===== src/rtl/line_card_port_arbiter_pkg.sv =====
// Shared line-card definitions: port-count and pointer-width defaults, arbiter
// state encoding and the index wrap helper used by the round-robin search.
package line_card_port_arbiter_pkg;

  localparam int LC_NUM_PORTS     = 24;
  localparam int LC_PTR_BITS      = 13;
  localparam int LC_PORT_IDX_BITS = 5;

  typedef enum logic [1:0] {
    ARB_IDLE  = 2'd0,
    ARB_OFFER = 2'd1,
    ARB_BUSY  = 2'd2
  } arb_state_e;

  // idx is at most 2*num_ports-2, so one conditional subtract wraps it
  function automatic int wrap_port(input int idx, input int num_ports);
    return (idx >= num_ports) ? idx - num_ports : idx;
  endfunction

endpackage


===== src/rtl/line_card_port_arbiter_rr_priority_picker.sv =====
// Combinational round-robin search: first eligible port at or after start,
// wrapping from NUM_PORTS-1 back to 0.
module rr_priority_picker
  import line_card_port_arbiter_pkg::*;
#(
  parameter int NUM_PORTS = LC_NUM_PORTS
) (
  input  logic [NUM_PORTS-1:0]        eligible,
  input  logic [LC_PORT_IDX_BITS-1:0] start,
  output logic                        found,
  output logic [LC_PORT_IDX_BITS-1:0] pick
);

  logic [LC_PORT_IDX_BITS-1:0] cand;

  always_comb begin
    found = 1'b0;
    pick  = '0;
    cand  = '0;
    for (int k = 0; k < NUM_PORTS; k++) begin
      cand = LC_PORT_IDX_BITS'(wrap_port(int'(start) + k, NUM_PORTS));
      if (!found && eligible[cand]) begin
        found = 1'b1;
        pick  = cand;
      end
    end
  end

endmodule


===== src/rtl/line_card_port_arbiter.sv =====
// Round-robin arbiter granting the shared URAM read port to one ingress FIFO
// per frame. Optional BUSY watchdog compiled in with LINE_CARD_ARB_WATCHDOG_EN.
//
// state     | meaning
// ----------+---------------------------------------------------------
// ARB_IDLE  | no grant outstanding; search for the next eligible port
// ARB_OFFER | grant_valid high, port/words held until grant_ready
// ARB_BUSY  | reader owns the port until frame_done (or abort)
module line_card_port_arbiter
  import line_card_port_arbiter_pkg::*;
#(
  parameter int NUM_PORTS       = LC_NUM_PORTS,
  parameter int PTR_BITS        = LC_PTR_BITS,
  parameter int WATCHDOG_CYCLES = 4096
) (
  input  logic                        clk,
  input  logic                        rst_n,
  input  logic [PTR_BITS-1:0]         wr_ptr_committed [NUM_PORTS],
  input  logic [PTR_BITS-1:0]         rd_ptr           [NUM_PORTS],
  input  logic [NUM_PORTS-1:0]        rd_ptr_reset,
  output logic                        grant_valid,
  input  logic                        grant_ready,
  output logic [LC_PORT_IDX_BITS-1:0] grant_port,
  output logic [PTR_BITS-1:0]         grant_words,
  input  logic                        frame_done,
  output logic                        abort
);

  arb_state_e                  state;
  logic [LC_PORT_IDX_BITS-1:0] rr_ptr;
  logic [PTR_BITS-1:0]         occ [NUM_PORTS];
  logic [NUM_PORTS-1:0]        eligible;
  logic                        pick_found;
  logic [LC_PORT_IDX_BITS-1:0] pick_idx;
  logic [LC_PORT_IDX_BITS-1:0] rr_next;

  // Modulo subtraction handles pointer wrap; a full FIFO reads 2^(PTR_BITS-1)
  always_ff @(posedge clk) begin
    for (int i = 0; i < NUM_PORTS; i++) begin
      if (!rst_n) occ[i] <= '0;
      else        occ[i] <= wr_ptr_committed[i] - rd_ptr[i];
    end
  end

  always_comb begin
    eligible = '0;
    for (int i = 0; i < NUM_PORTS; i++)
      eligible[i] = (occ[i] != '0) && !rd_ptr_reset[i];
  end

  rr_priority_picker #(.NUM_PORTS(NUM_PORTS)) u_picker (
    .eligible (eligible),
    .start    (rr_ptr),
    .found    (pick_found),
    .pick     (pick_idx)
  );

  assign rr_next = (grant_port == LC_PORT_IDX_BITS'(NUM_PORTS - 1)) ? '0 : grant_port + 1'b1;

`ifdef LINE_CARD_ARB_WATCHDOG_EN
  localparam int WD_BITS = $clog2(WATCHDOG_CYCLES + 1);
  logic [WD_BITS-1:0] wd_count;
`endif

  always_ff @(posedge clk) begin
    if (!rst_n) begin
      state       <= ARB_IDLE;
      rr_ptr      <= '0;
      grant_valid <= 1'b0;
      grant_port  <= '0;
      grant_words <= '0;
      abort       <= 1'b0;
`ifdef LINE_CARD_ARB_WATCHDOG_EN
      wd_count    <= '0;
`endif
    end else begin
      abort <= 1'b0;
      case (state)
        ARB_IDLE: begin
          if (pick_found) begin
            state       <= ARB_OFFER;
            grant_valid <= 1'b1;
            grant_port  <= pick_idx;
            grant_words <= occ[pick_idx];
          end
        end
        ARB_OFFER: begin
          // A revoked port wins over a same-cycle accept; rr_ptr stays put
          if (rd_ptr_reset[grant_port]) begin
            state       <= ARB_IDLE;
            grant_valid <= 1'b0;
            abort       <= 1'b1;
          end else if (grant_ready) begin
            state       <= ARB_BUSY;
            grant_valid <= 1'b0;
            rr_ptr      <= rr_next;
`ifdef LINE_CARD_ARB_WATCHDOG_EN
            wd_count    <= WD_BITS'(WATCHDOG_CYCLES - 1);
`endif
          end
        end
        ARB_BUSY: begin
          if (frame_done) begin
            state <= ARB_IDLE;
          end else if (rd_ptr_reset[grant_port]) begin
            state <= ARB_IDLE;
            abort <= 1'b1;
          end
`ifdef LINE_CARD_ARB_WATCHDOG_EN
          else if (wd_count == '0) begin
            state <= ARB_IDLE;
            abort <= 1'b1;
          end else begin
            wd_count <= wd_count - 1'b1;
          end
`endif
        end
        default: begin
          state       <= ARB_IDLE;
          grant_valid <= 1'b0;
        end
      endcase
    end
  end

endmodule


===== config.mk =====
export PLATFORM = sky130hd
export DESIGN_NAME = line_card_port_arbiter
export DESIGN_NICKNAME = d
export VERILOG_FILES = /design/src/rtl/line_card_port_arbiter_pkg.sv /design/src/rtl/line_card_port_arbiter_rr_priority_picker.sv /design/src/rtl/line_card_port_arbiter.sv
export SDC_FILE = /design/constraint.sdc
export NUM_CORES = 2
export LEC_CHECK = 0
export ABC_AREA = 0
export CORE_AREA = 3 3 263 265
export DETAILED_ROUTE_END_ITERATION = 8
export DIE_AREA = 0 0 266 268
export GPL_TIMING_DRIVEN = 0
export PLACE_DENSITY = 0.78
export SLEW_MARGIN = 20
export SYNTH_ARGS = -nofsm -noshare
export SYNTH_HDL_FRONTEND = slang
export SYNTH_SLANG_ARGS = --single-unit

===== constraint.sdc =====
create_clock -name clk -period 17 [get_ports clk]
set_clock_uncertainty 0.2 [all_clocks]
set_input_delay 3.4 -clock clk [delete_from_list [all_inputs] [get_ports clk]]
set_output_delay 3.4 -clock clk [all_outputs]
set_load 0.02 [all_outputs]

After elaboration in Yosys (flattened, before gate mapping)
Memories as Yosys holds them, arrays and structs flattened. A register that Yosys moved wholly into a read port is not among the register bits. Cells that the tools add are included.

$add $sub $neg: 72. $lt $le $gt $ge: 49. Bitwise operators: 26. Mux-type cells: 162. Reductions and logical operators: 124. Eq/ne operators: 6.

Operators with widths (count): 2-to-1 mux 13 bit (24); nonzero test 13 bit (24); subtractor 13 bit (24); 2-to-1 mux 5 bit (49); less-than comparator 5 x 6 -> 1 bit, second input constant (25); >= comparator 6 x 5 -> 1 bit, second input constant (23); binary-select mux 1 bit (select 5 bit) (25); subtractor 5 x 4 -> 5 bit, second input constant (23); 2-to-1 mux 1 bit (56); adder 5 x 4 -> 6 bit, second input constant (8); adder 5 x 5 -> 6 bit, second input constant (8); logical NOT 1 bit (48); logical AND 1 bit (47); adder 5 x 3 -> 6 bit, second input constant (4); OR 1 bit (24); adder 5 x 2 -> 6 bit, second input constant (2); 2-to-1 mux 2 bit (5); AND reduction 3 bit (3); adder 5 x 1 -> 6 bit, second input constant (1); inequality test 3 bit, second input constant (2); one-hot mux 2 bit (3 select lines) (1); adder 5 x 1 -> 5 bit, second input constant (1); == test 5 bit, second input constant (1); >= comparator 5 bit, second input constant (1); other kinds (9) (10).

Input port bits: 652. RAM bits: 312. Logic and storage cells: 445. Output and inout bits: 20. Memories: 1. Bits in registers: 14.

Memory list: occ (words 24, bits a word 13, rd ports 25, clocked after memory_dff 1, write ports 24, RTL line line_card_port_arbiter.sv:31) `logic [PTR_BITS-1:0] occ [NUM_PORTS];`.

Longest topological paths before layout
An unclocked memory read counts as a cell.

Depth in word-level cells: 77. Depth in mapped cells: 27. Gate-level depth less buffers: 22.

By module
From an unflattened synthesis, not the netlist that was laid out.

Cell total of the unflattened synthesis: 3804. Area, all modules: 31218.7 um^2.

By module, submodules not included: line_card_port_arbiter (cells each 3070, instances 1, area each 25680.9 um^2, sequential area each 6786.5 um^2); rr_priority_picker (cells each 734, instances 1, area each 5537.8 um^2, sequential area each 0.0 um^2).

Worst setup path before layout
No wires, ideal clock.

Kind: input port to flip-flop. Start point: input rd_ptr_reset[14]. End point: register grant_words[0] (read register of occ). Data required time: 16.681 ns. Path slack: 8.999 ns. Path buffers: 3. Library setup time: 0.119 ns. Cell stages on the path: 18. Data arrival time: 7.683 ns. Path through: a41oi_1 a32o_1 nor4_4 a2bb2oi_2 o21ai_1 or3_4 or4b_1 or3_1 buf_2 or3_4 o2111a_1 o21ai_2 buf_6 buf_4 mux2_2 o211ai_1 o221ai_1 o221a_1.

Cells in the longest elaborated chain, start to end: 75. Elaborated cells between the ends (all ways): 145. Classes of those cells: 96 x mux; 49 x reduce/logical.

RTL lines: from (decl) (RTL line line_card_port_arbiter.sv:20) `input logic [NUM_PORTS-1:0] rd_ptr_reset,`; logical NOT 1 bit * (RTL line line_card_port_arbiter.sv:48) `eligible[i] = (occ[i] != '0) && !rd_ptr_reset[i];`; logical AND 1 bit * (RTL line line_card_port_arbiter.sv:48); binary-select mux 1 bit (select 5 bit) (RTL line line_card_port_arbiter_rr_priority_picker.sv:22) `if (!found && eligible[cand]) begin`; 2-to-1 mux 1 bit (not written as such) (RTL line line_card_port_arbiter_rr_priority_picker.sv:22); 2-to-1 mux 1 bit (RTL line line_card_port_arbiter_rr_priority_picker.sv:22); logical NOT 1 bit (RTL line line_card_port_arbiter_rr_priority_picker.sv:22); logical AND 1 bit (RTL line line_card_port_arbiter_rr_priority_picker.sv:22); 2-to-1 mux 1 bit (RTL line line_card_port_arbiter_rr_priority_picker.sv:22); [59 not listed]; 2-to-1 mux 1 bit (RTL line line_card_port_arbiter_rr_priority_picker.sv:22); logical NOT 1 bit (RTL line line_card_port_arbiter_rr_priority_picker.sv:22); logical AND 1 bit (RTL line line_card_port_arbiter_rr_priority_picker.sv:22); 2-to-1 mux 1 bit (RTL line line_card_port_arbiter_rr_priority_picker.sv:22); logical NOT 1 bit (RTL line line_card_port_arbiter_rr_priority_picker.sv:22); logical AND 1 bit (RTL line line_card_port_arbiter_rr_priority_picker.sv:22); 2-to-1 mux 1 bit (RTL line line_card_port_arbiter_rr_priority_picker.sv:22); AND reduction 2 bit (no line); to (decl) (RTL line line_card_port_arbiter.sv:24) `output logic [PTR_BITS-1:0] grant_words,`.

Mark *: on every way between the ends. The rest lies on a longest branch, timed or not. The select of a mux whose other input is x is not followed. A chain may end at the register's enable or synchronous reset.

Worst setup path after layout
Start point: input rd_ptr_reset[9]. End point: register grant_words[1] (read register of occ).

Same word-level chain as after synthesis.

==> impl_metrics.toml <==
[worst_hold_path]
hp-class = "reg -> reg"
min_from = "grant_words[3]$_SDFFE_PN0P_"
min_path_cells = 1
min_to = "grant_words[3]$_SDFFE_PN0P_"

[route]
finalWirelength_mm = 129
drc = 0
initialDrtViolationCount = 2538
wl_per_cell_um = 24.6
viasPerCell = 5.80
drt-pass1-iter-count = 8
ant_nets = 0
vias = 30400

[setup_path]
timing.critical_path.max_delay_family = "simple AND/OR/NAND/NOR gates"
critPathRequiredTime_ns = 17.26
crit_buf_inv = 4
critPathSlowestCell = "a41oi_1"
end_kind = "flop"
critPathKind = "in -> reg"
rr_startpoint = "rr_ptr[1]$_SDFFE_PN0P_"
rr_endpoint = "grant_words[1]$_SDFFE_PN0P_"
start_kind = "input pin"
path_cells = "clkdlybuf4s50_1 -> a41oi_1 -> o22ai_1 -> nor4_1 -> nand3_1 -> and3_1 -> clkbuf_1 -> nor2b_1 -> clkbuf_1 -> nand3_1 -> nor3_1 -> or4b_1 -> nor4_1 -> mux2i_4 -> clkbuf_1 -> o21ai_0 -> o221ai_1 -> o221a_1"
cpPeakStageDelay_ns = 0.99
r2r_cells = 22
crit_top_cell = "clkbuf_1"
arrival_ns = 11.05
reg2reg_slack_ns = 7.39
path_max_fanout = 10

[global_routing]
grt_overflow_total = 0
grt_use_total_pct = 34.6
antenna_found_initial = 7
grt_start_max_net_pins = 16
grt_pass1_wl_mm = 184
grt_pass1_vias = 29800

[synth]
syn_nets = 4618
synth_cells = 3626
synth_seq_cells = 339
synth_top_cell_area_share_pct = 22.1
async_flop_share_pct = 0
post_synth.cell_area_avg_um2 = 8.48
yosysWarnings = 0
syn_area_mm2 = 0.0307
synth_ff_type = "dfxtp_1"
netlist_top_cells_area = "dfxtp_1 (22%), ha_1 (13%), a21o_1 (8.6%)"
synth_largest_area_cell = "dfxtp_1"
ys_seq_area_share_pct = 22.1
synth_edf_count = 0
yosysUniqueCellTypes = 99

[timing]
fmax_ghz = 0.0927
setup_viol = 0
tns_ns = 0
post-route-period-util_pct = 63.5
finalWorstSetupSlack_ns = 6.21
min_period_ns = 10.79
drv_slew = 0
rsz0062_at_grt = "no"
tightest_slew_ns = 1.27
slew_headroom_pct = 14.2
hold_viol_final = 0

[clock_tree]
post_cts_buffers = 0
cts-root-buf = "clkbuf_16"
holdBufCountCts = 0
clk_path_buf_depth = 3
cts_resized = 0
htree_levels = 2
path_clk_slew_ns = 0.07
cts_tree = "yes"
clock_latency_ns = 0.57
cts_buffers = 37
cts.sinks = 339

[floorplanning]
initial_utilization_pct = 45.9
die_h_um = 268
die-area_mm2 = 0.0713
fp.dieW_um = 266
core_mm2 = 0.0670
io-pin-count = 672
row_count = 95

[final_layout]
area_growth_pct = 30.1
drive_gt1_share_pct = 5.91
final_common_cell = "clkdlybuf4s50_1"
final_cell_mix = "clkdlybuf4s50_1 (670), a21o_1 (351), dfxtp_1 (339)"
nNetsFinal = 5328

[run_status]
status = "finished clean"

[placement]
port_buffers = 670
detailedPlace.worstSlack_ns = 5.83
routabilityCongestion = 0.997
dp.final_hpwl_mm = 110

[pwr]
p_leak_nw = 18.8
ir_drop_mv = 0.113
power_density_mw_per_mm2 = 128

[job]
cap_violations = 0
==> cell usage after synthesis, types with 64 or more instances <==
library cell	n
nor2_1	115
a21o_1	351
dfxtp_1	339
clkbuf_1	79
nand2b_1	67
mux2i_1	155
a22oi_1	64
xnor2_1	101
a21oi_1	119
o21ai_0	127
inv_1	329
nor2b_1	147
ha_1	316
nand2_1	136
and2_1	254
xor2_1	197
==> logic make-up after synthesis <==
group                    synth area share [%]
AO/OA/AOI/OAI                            21.1
AND/OR/NAND/NOR                          19.2
multiplexers                             8.13
XOR/XNOR                                 8.70
adder cells (fa/ha/maj)                  14.4
flip-flops                               22.1
buffers and inverters                    6.34
==> per-stage QoR <==
stage / std cells / hold slack (ns) / utilization (%) / instance area [um^2] / total power [mW]
after floorplan: 3626 / 0.379 / - / 30700 / 2.96
after global placement: 5169 / 0.318 / 57.5 / 38500 / 4.14
after detailed placement: 5170 / 0.325 / 57.6 / 38600 / 4.15
after CTS: 5238 / 0.340 / 59.6 / 39900 / 5.04
after global routing: 5240 / 0.347 / 59.6 / 40000 / 5.32
final: 5242 / 0.344 / 59.7 / 40000 / 5.13
==> flip-flops by register name (all words and copies together) (netlist names) <==
register,count
occ,312
state,2
grant_valid,1
rr_ptr,5
grant_words,13
abort,1
grant_port,5
==> how the worst max path moves through the flow <==
stage / cells past startpoint / to / from / slack [ns]
3_3_place_gp: 18 / grant_words[0]$_SDFFE_PN0P_ / rd_ptr_reset[14] / 5.79
6_report: 18 / grant_words[1]$_SDFFE_PN0P_ / rd_ptr_reset[9] / 6.21
5_1_grt: 18 / grant_words[0]$_SDFFE_PN0P_ / rd_ptr_reset[10] / 6.21
3_5_place_dp: 18 / grant_words[1]$_SDFFE_PN0P_ / rd_ptr_reset[12] / 5.83
4_1_cts: 18 / grant_words[1]$_SDFFE_PN0P_ / rd_ptr_reset[12] / 6.40
2_1_floorplan: 18 / grant_words[0]$_SDFFE_PN0P_ / rd_ptr_reset[14] / 9.00
==> area by class of cell <==
| cell class | count | area, um^2 |
|---|---|---|
| diodes | 4 | 10.0 |
| plain buffers | 134 | 694 |
| clock buffers | 49 | 1060 |
| clock inverters | 19 | 270 |
| fillers | 6007 | 27000 |
| inverters | 335 | 1260 |
| multi-input cells | 2818 | 22100 |
| flip-flops and latches | 339 | 6790 |
| well taps | 873 | 1090 |
| repair buffers | 671 | 6720 |
==> layer usage <==
metal  track usage, %  vias up  routed length, um
met1             41.6    14400              50000
li1                 -    14300                  -
met5                0        -                 21
met2             59.9     1403              61900
met4             15.9        4               6560
met3             6.54      330              10400
==> where the power goes <==
part           switching [mW]  internal [mW]
registers              0.0828          0.914
clock network           0.356          0.524
logic                    2.01           1.25
total                    2.45           2.68
(Power assumes the default switching activity.)
